--- src/rtl/block_config_sequencer.sv ---
// Serial configuration sequencer: assembles MEM_SIZE-bit words from a 1-bit
// valid/ready stream and strobes them one by one into a chain of latch blocks.
module block_config_sequencer #(
  parameter int MEM_SIZE      = 16,
  parameter int NUM_BLOCKS    = 8,
  parameter int STROBE_CYCLES = 2
) (
  input  logic                  cclk,
  input  logic                  rst,
  input  logic                  start,
  input  logic                  cfg_bit,
  input  logic                  cfg_valid,
  output logic                  cfg_ready,
  output logic [MEM_SIZE-1:0]   config_out,
  output logic [NUM_BLOCKS-1:0] cen,
  output logic                  busy,
  output logic                  done
);

  localparam int BIT_W = (MEM_SIZE > 1) ? $clog2(MEM_SIZE) : 1;
  localparam int BLK_W = (NUM_BLOCKS > 1) ? $clog2(NUM_BLOCKS) : 1;
  localparam int STB_W = $clog2(STROBE_CYCLES + 1);

  localparam logic [BIT_W-1:0]      BIT_LAST = BIT_W'(MEM_SIZE - 1);
  localparam logic [BLK_W-1:0]      BLK_LAST = BLK_W'(NUM_BLOCKS - 1);
  localparam logic [STB_W-1:0]      STB_LAST = STB_W'(STROBE_CYCLES - 1);
  localparam logic [NUM_BLOCKS-1:0] CEN_ONE  = NUM_BLOCKS'(1);

  typedef enum logic [2:0] {
    S_IDLE,
    S_SHIFT,
    S_STROBE,
    S_HOLD,
    S_DONE
  } state_t;

  state_t           state;
  logic [BIT_W-1:0] bit_cnt;
  logic [BLK_W-1:0] blk_idx;
  logic [STB_W-1:0] stb_cnt;

  // Outputs are updated together with the state they belong to, so every
  // output is a plain flop with no path from the inputs.
  always_ff @(posedge cclk) begin
    if (rst) begin
      state      <= S_IDLE;
      bit_cnt    <= '0;
      blk_idx    <= '0;
      stb_cnt    <= '0;
      config_out <= '0;
      cen        <= '0;
      cfg_ready  <= 1'b0;
      busy       <= 1'b0;
      done       <= 1'b0;
    end else begin
      case (state)
        S_IDLE, S_DONE: begin
          if (start) begin
            state     <= S_SHIFT;
            blk_idx   <= '0;
            bit_cnt   <= '0;
            cfg_ready <= 1'b1;
            busy      <= 1'b1;
            done      <= 1'b0;
          end
        end
        S_SHIFT: begin
          // cfg_ready is always high here, so a valid bit is a handshake
          if (cfg_valid) begin
            config_out <= {cfg_bit, config_out[MEM_SIZE-1:1]};
            if (bit_cnt == BIT_LAST) begin
              state     <= S_STROBE;
              bit_cnt   <= '0;
              stb_cnt   <= '0;
              cfg_ready <= 1'b0;
              cen       <= CEN_ONE << blk_idx;
            end else begin
              bit_cnt <= bit_cnt + 1'b1;
            end
          end
        end
        S_STROBE: begin
          if (stb_cnt == STB_LAST) begin
            state <= S_HOLD;
            cen   <= '0;
          end else begin
            stb_cnt <= stb_cnt + 1'b1;
          end
        end
        S_HOLD: begin
          // One quiet cycle keeps config_out steady after the latch closes
          if (blk_idx == BLK_LAST) begin
            state <= S_DONE;
            busy  <= 1'b0;
            done  <= 1'b1;
          end else begin
            state     <= S_SHIFT;
            blk_idx   <= blk_idx + 1'b1;
            cfg_ready <= 1'b1;
          end
        end
        default: begin
          state <= S_IDLE;
        end
      endcase
    end
  end

endmodule

--- config.mk ---
export PLATFORM = sky130hd
export DESIGN_NAME = block_config_sequencer
export DESIGN_NICKNAME = d
export VERILOG_FILES = /design/src/rtl/block_config_sequencer.sv
export SDC_FILE = /design/constraint.sdc
export NUM_CORES = 1
export LEC_CHECK = 0
export ABC_AREA = 1
export BUFFER_PORTS_ARGS = -buffer_cell sky130_fd_sc_hd__buf_2
export CAP_MARGIN = 10
export CORE_MARGIN = 2
export CORE_UTILIZATION = 30
export CTS_BUF_LIST = sky130_fd_sc_hd__clkbuf_16
export CTS_CLUSTER_DIAMETER = 40
export DETAILED_ROUTE_END_ITERATION = 6
export SETUP_SLACK_MARGIN = 0.3
export SLEW_MARGIN = 20
export SYNTH_ARGS = -nofsm -noshare
export SYNTH_HDL_FRONTEND = slang
export SYNTH_SLANG_ARGS = --single-unit
--- constraint.sdc ---
create_clock -name cclk -period 1.7 [get_ports cclk]
set_clock_uncertainty 0.2 [all_clocks]
set_input_delay 0.34 -clock cclk [delete_from_list [all_inputs] [get_ports cclk]]
set_output_delay 0.34 -clock cclk [all_outputs]
set_load 0.05 [all_outputs]
==> results.toml <==
[layout]
layout_common_cells = "nor2_1, nand2_1, buf_4"
fin_area_sq_um = 2830
fin_cells = 384
syn_to_final_growth_pct = 51.6
diodes = 0
layout-drive-gt1-share = 0.472
finalNetCount = 321
final_common_cell = "nor2_1"

[worst_setup_path]
cp-end-kind = "flip-flop"
slowest_delay_ns = 0.36
worst_setup_path_start_kind = "flip-flop"
crit_arrival_ns = 1.48
path_class = "flip-flop to flip-flop"
path_cells = "ha_4 -> nand3_4 -> o21ai_4 -> buf_12 -> buf_6 -> nand3_2 -> nand2_1 -> nor2_1"
critPathSlowestCell = "dfxtp_4"
cp.required_ns = 1.68
worstPathMaxFanout = 6

[die]
die_x_um = 82.9
fp.dieH_um = 82.9
core_sq_um = 5960
ios = 32
start_util = 0.314
num_rows = 28
dieArea_sq_um = 6870

[clocking]
cts_tree = "done"
clkSinkCount = 39
numCtsBuffers = 5
cts.clk_slew.worst_paths_ns = 0.06
cts-root-buf = "clkbuf_16"
cts-htree-levels = 2
clockBufferDepth = 2
insertion_delay_ns = 0.28

[placed_design]
port_buffers = 31
placed_area_sq_um = 2140
pre_cts_ws_ns = 0.0742
dp_hpwl_mm = 2.80
dp.cells = 358
gp_congestion = 0.765

[power]
total_power_mw = 5.70
pwr-share-comb = 0.551
p_int_mw = 3.09
clkPwrFrac = 0.190
p_sw_mw = 2.61
switching_share = 0.458
leakage_nw = 1.28
ir_drop_v = 0.00106
seqPwrFrac = 0.260
power_density_nw_per_um2 = 2010

[flow_run]
maxCapViolCount = 0

[drt]
wirelength_mm = 4.72
drc = 0
vias_per_cell = 4.53
drtPass1Iterations = 4
drtIter0Drc = 67
via_count = 1741
drtAntennaViolNets = 0
wl_per_cell_um = 12.3

[global_routing]
grt_overflow_total = 0
grt_max_degree = 18
antenna_found_initial = 0
grt_usage = 0.133
grt_pass1_wl_mm = 7.60
grt_pass1_vias = 1622

[sta]
layout_setup_ws_ns = 0.201
setup_viol = 0
max_slew_margin = 0.790
tightest_slew_ns = 0.311
hold_viol = 0
max_freq_mhz = 667
fin_tns_setup_ns = 0
rsz0062_at_grt = "yes"
fin_crit_ns = 1.50
period_share = 0.882
finalMaxSlewViolations = 0

[logic_synthesis]
synth_cells = 253
synth_fp_nets = 266
yosys_warnings = 0
ys_seq_elements = 39
synth_area_per_cell_sq_um = 7.38
synth_cell_type_count = 27
synth_area_sq_um = 1870
yosysSeqAreaShare = 0.418

[run_status]
status = "finished, final reports clean"

[min_path]
hp-class = "input pin to flip-flop"
==> what timing repair did <==
action,in CTS,in global routing
resized for setup,58,76
endpoints found under the setup margin,65,54
buffers inserted,10,7
pin swaps,13,25
gates cloned,1,0
hold buffers,0,0
==> cell type report <==
type	count	area, sq um
fill	601	3120
multi-input combinational	180	1140
sequential	39	821
timing repair buffer	55	498
clock buffer	5	125
inverter	27	114
tap	75	93.8
clock inverter	3	43.8
==> worst max-delay path, delay by kind of cell, from the launching register on <==
kind / cells / cell delay (ns)
and+or+nand+nor: 4 / 0.25
buffers and inverters: 2 / 0.26
adders and majority gates: 1 / 0.14
DFF: 1 / 0.36
AOI/OAI and AO/OA: 1 / 0.18
==> synth_stat cells, drive strengths merged <==
cell type | n | area, sq um
o21ai | 21 | 109
nand2 | 48 | 215
dfxtp | 39 | 781
clkbuf | 3 | 11.3
nand3 | 14 | 82.6
inv | 27 | 101
a21oi | 11 | 55.1
nor3b | 1 | 7.51
buf | 5 | 48.8
nand3b | 2 | 27.5
nor2 | 68 | 292
nor3 | 2 | 10.0
nand4 | 1 | 6.26
or2 | 2 | 12.5
ha | 8 | 100
xor2 | 1 | 8.76
==> per-layer routing <==
metal | global-route usage | up-vias | part of all wire
met5 | 0 | - | 0
met4 | 0.0373 | 0 | 0.0097
met3 | 0.0388 | 4 | 0.048
met2 | 0.229 | 40 | 0.51
met1 | 0.160 | 786 | 0.43
li1 | - | 911 | -
==> power groups by stage <==
stage | combinational [mW] | sequential [mW] | clock [mW]
final | 3.14 | 1.48 | 1.08
after global routing | 3.40 | 1.52 | 1.14
after CTS | 2.77 | 1.41 | 1.09
after detailed placement | 2.34 | 1.39 | 0
after global placement | 2.32 | 1.39 | 0
after floorplan | 1.28 | 2.03 | 0
==> per-stage QoR <==
| stage | utilization | hold slack (ns) |
|---|---|---|
| finish | 0.475 | 0.0625 |
| detailed placement | 0.359 | 0.255 |
| global route | 0.475 | 0.0710 |
| global placement | 0.359 | 0.252 |
| floorplan | - | 0.252 |
| CTS | 0.435 | 0.0787 |
==> cells by family after synthesis <==
| group | after synthesis | synth area share |
|---|---|---|
| AO/OA/AOI/OAI | 32 | 0.0877 |
| XOR/XNOR | 1 | 0.00469 |
| AND/OR/NAND/NOR | 138 | 0.350 |
| adder cells (fa/ha/maj) | 8 | 0.0536 |
| flip-flops | 39 | 0.418 |
| buffers and inverters | 35 | 0.0864 |
==> state kept, by name, indices dropped and copies added, names as in the netlist <==
register / flops
blk_idx: 3
stb_cnt: 2
cfg_ready: 1
busy: 1
done: 1
cen: 8
bit_cnt: 4
config_out: 16
state: 3
==> path summary, 6_finish.rpt <==
| path | start | end | slack, ns | cells after the start |
|---|---|---|---|---|
| worst max register to register | bit_cnt[0]$_SDFFE_PP0P_ | cen[4]$_SDFFE_PP0P_ | 0.20 | 8 |
| worst min register to register | busy$_SDFFE_PP0P_ | busy$_SDFFE_PP0P_ | 0.27 | 2 |
| worst max-delay path | bit_cnt[0]$_SDFFE_PP0P_ | cen[4]$_SDFFE_PP0P_ | 0.20 | 8 |
| worst min-delay path | cfg_bit | config_out[15]$_SDFFE_PP0P_ | 0.06 | 3 |
No activity file was read; power rests on OpenSTA's default activity.
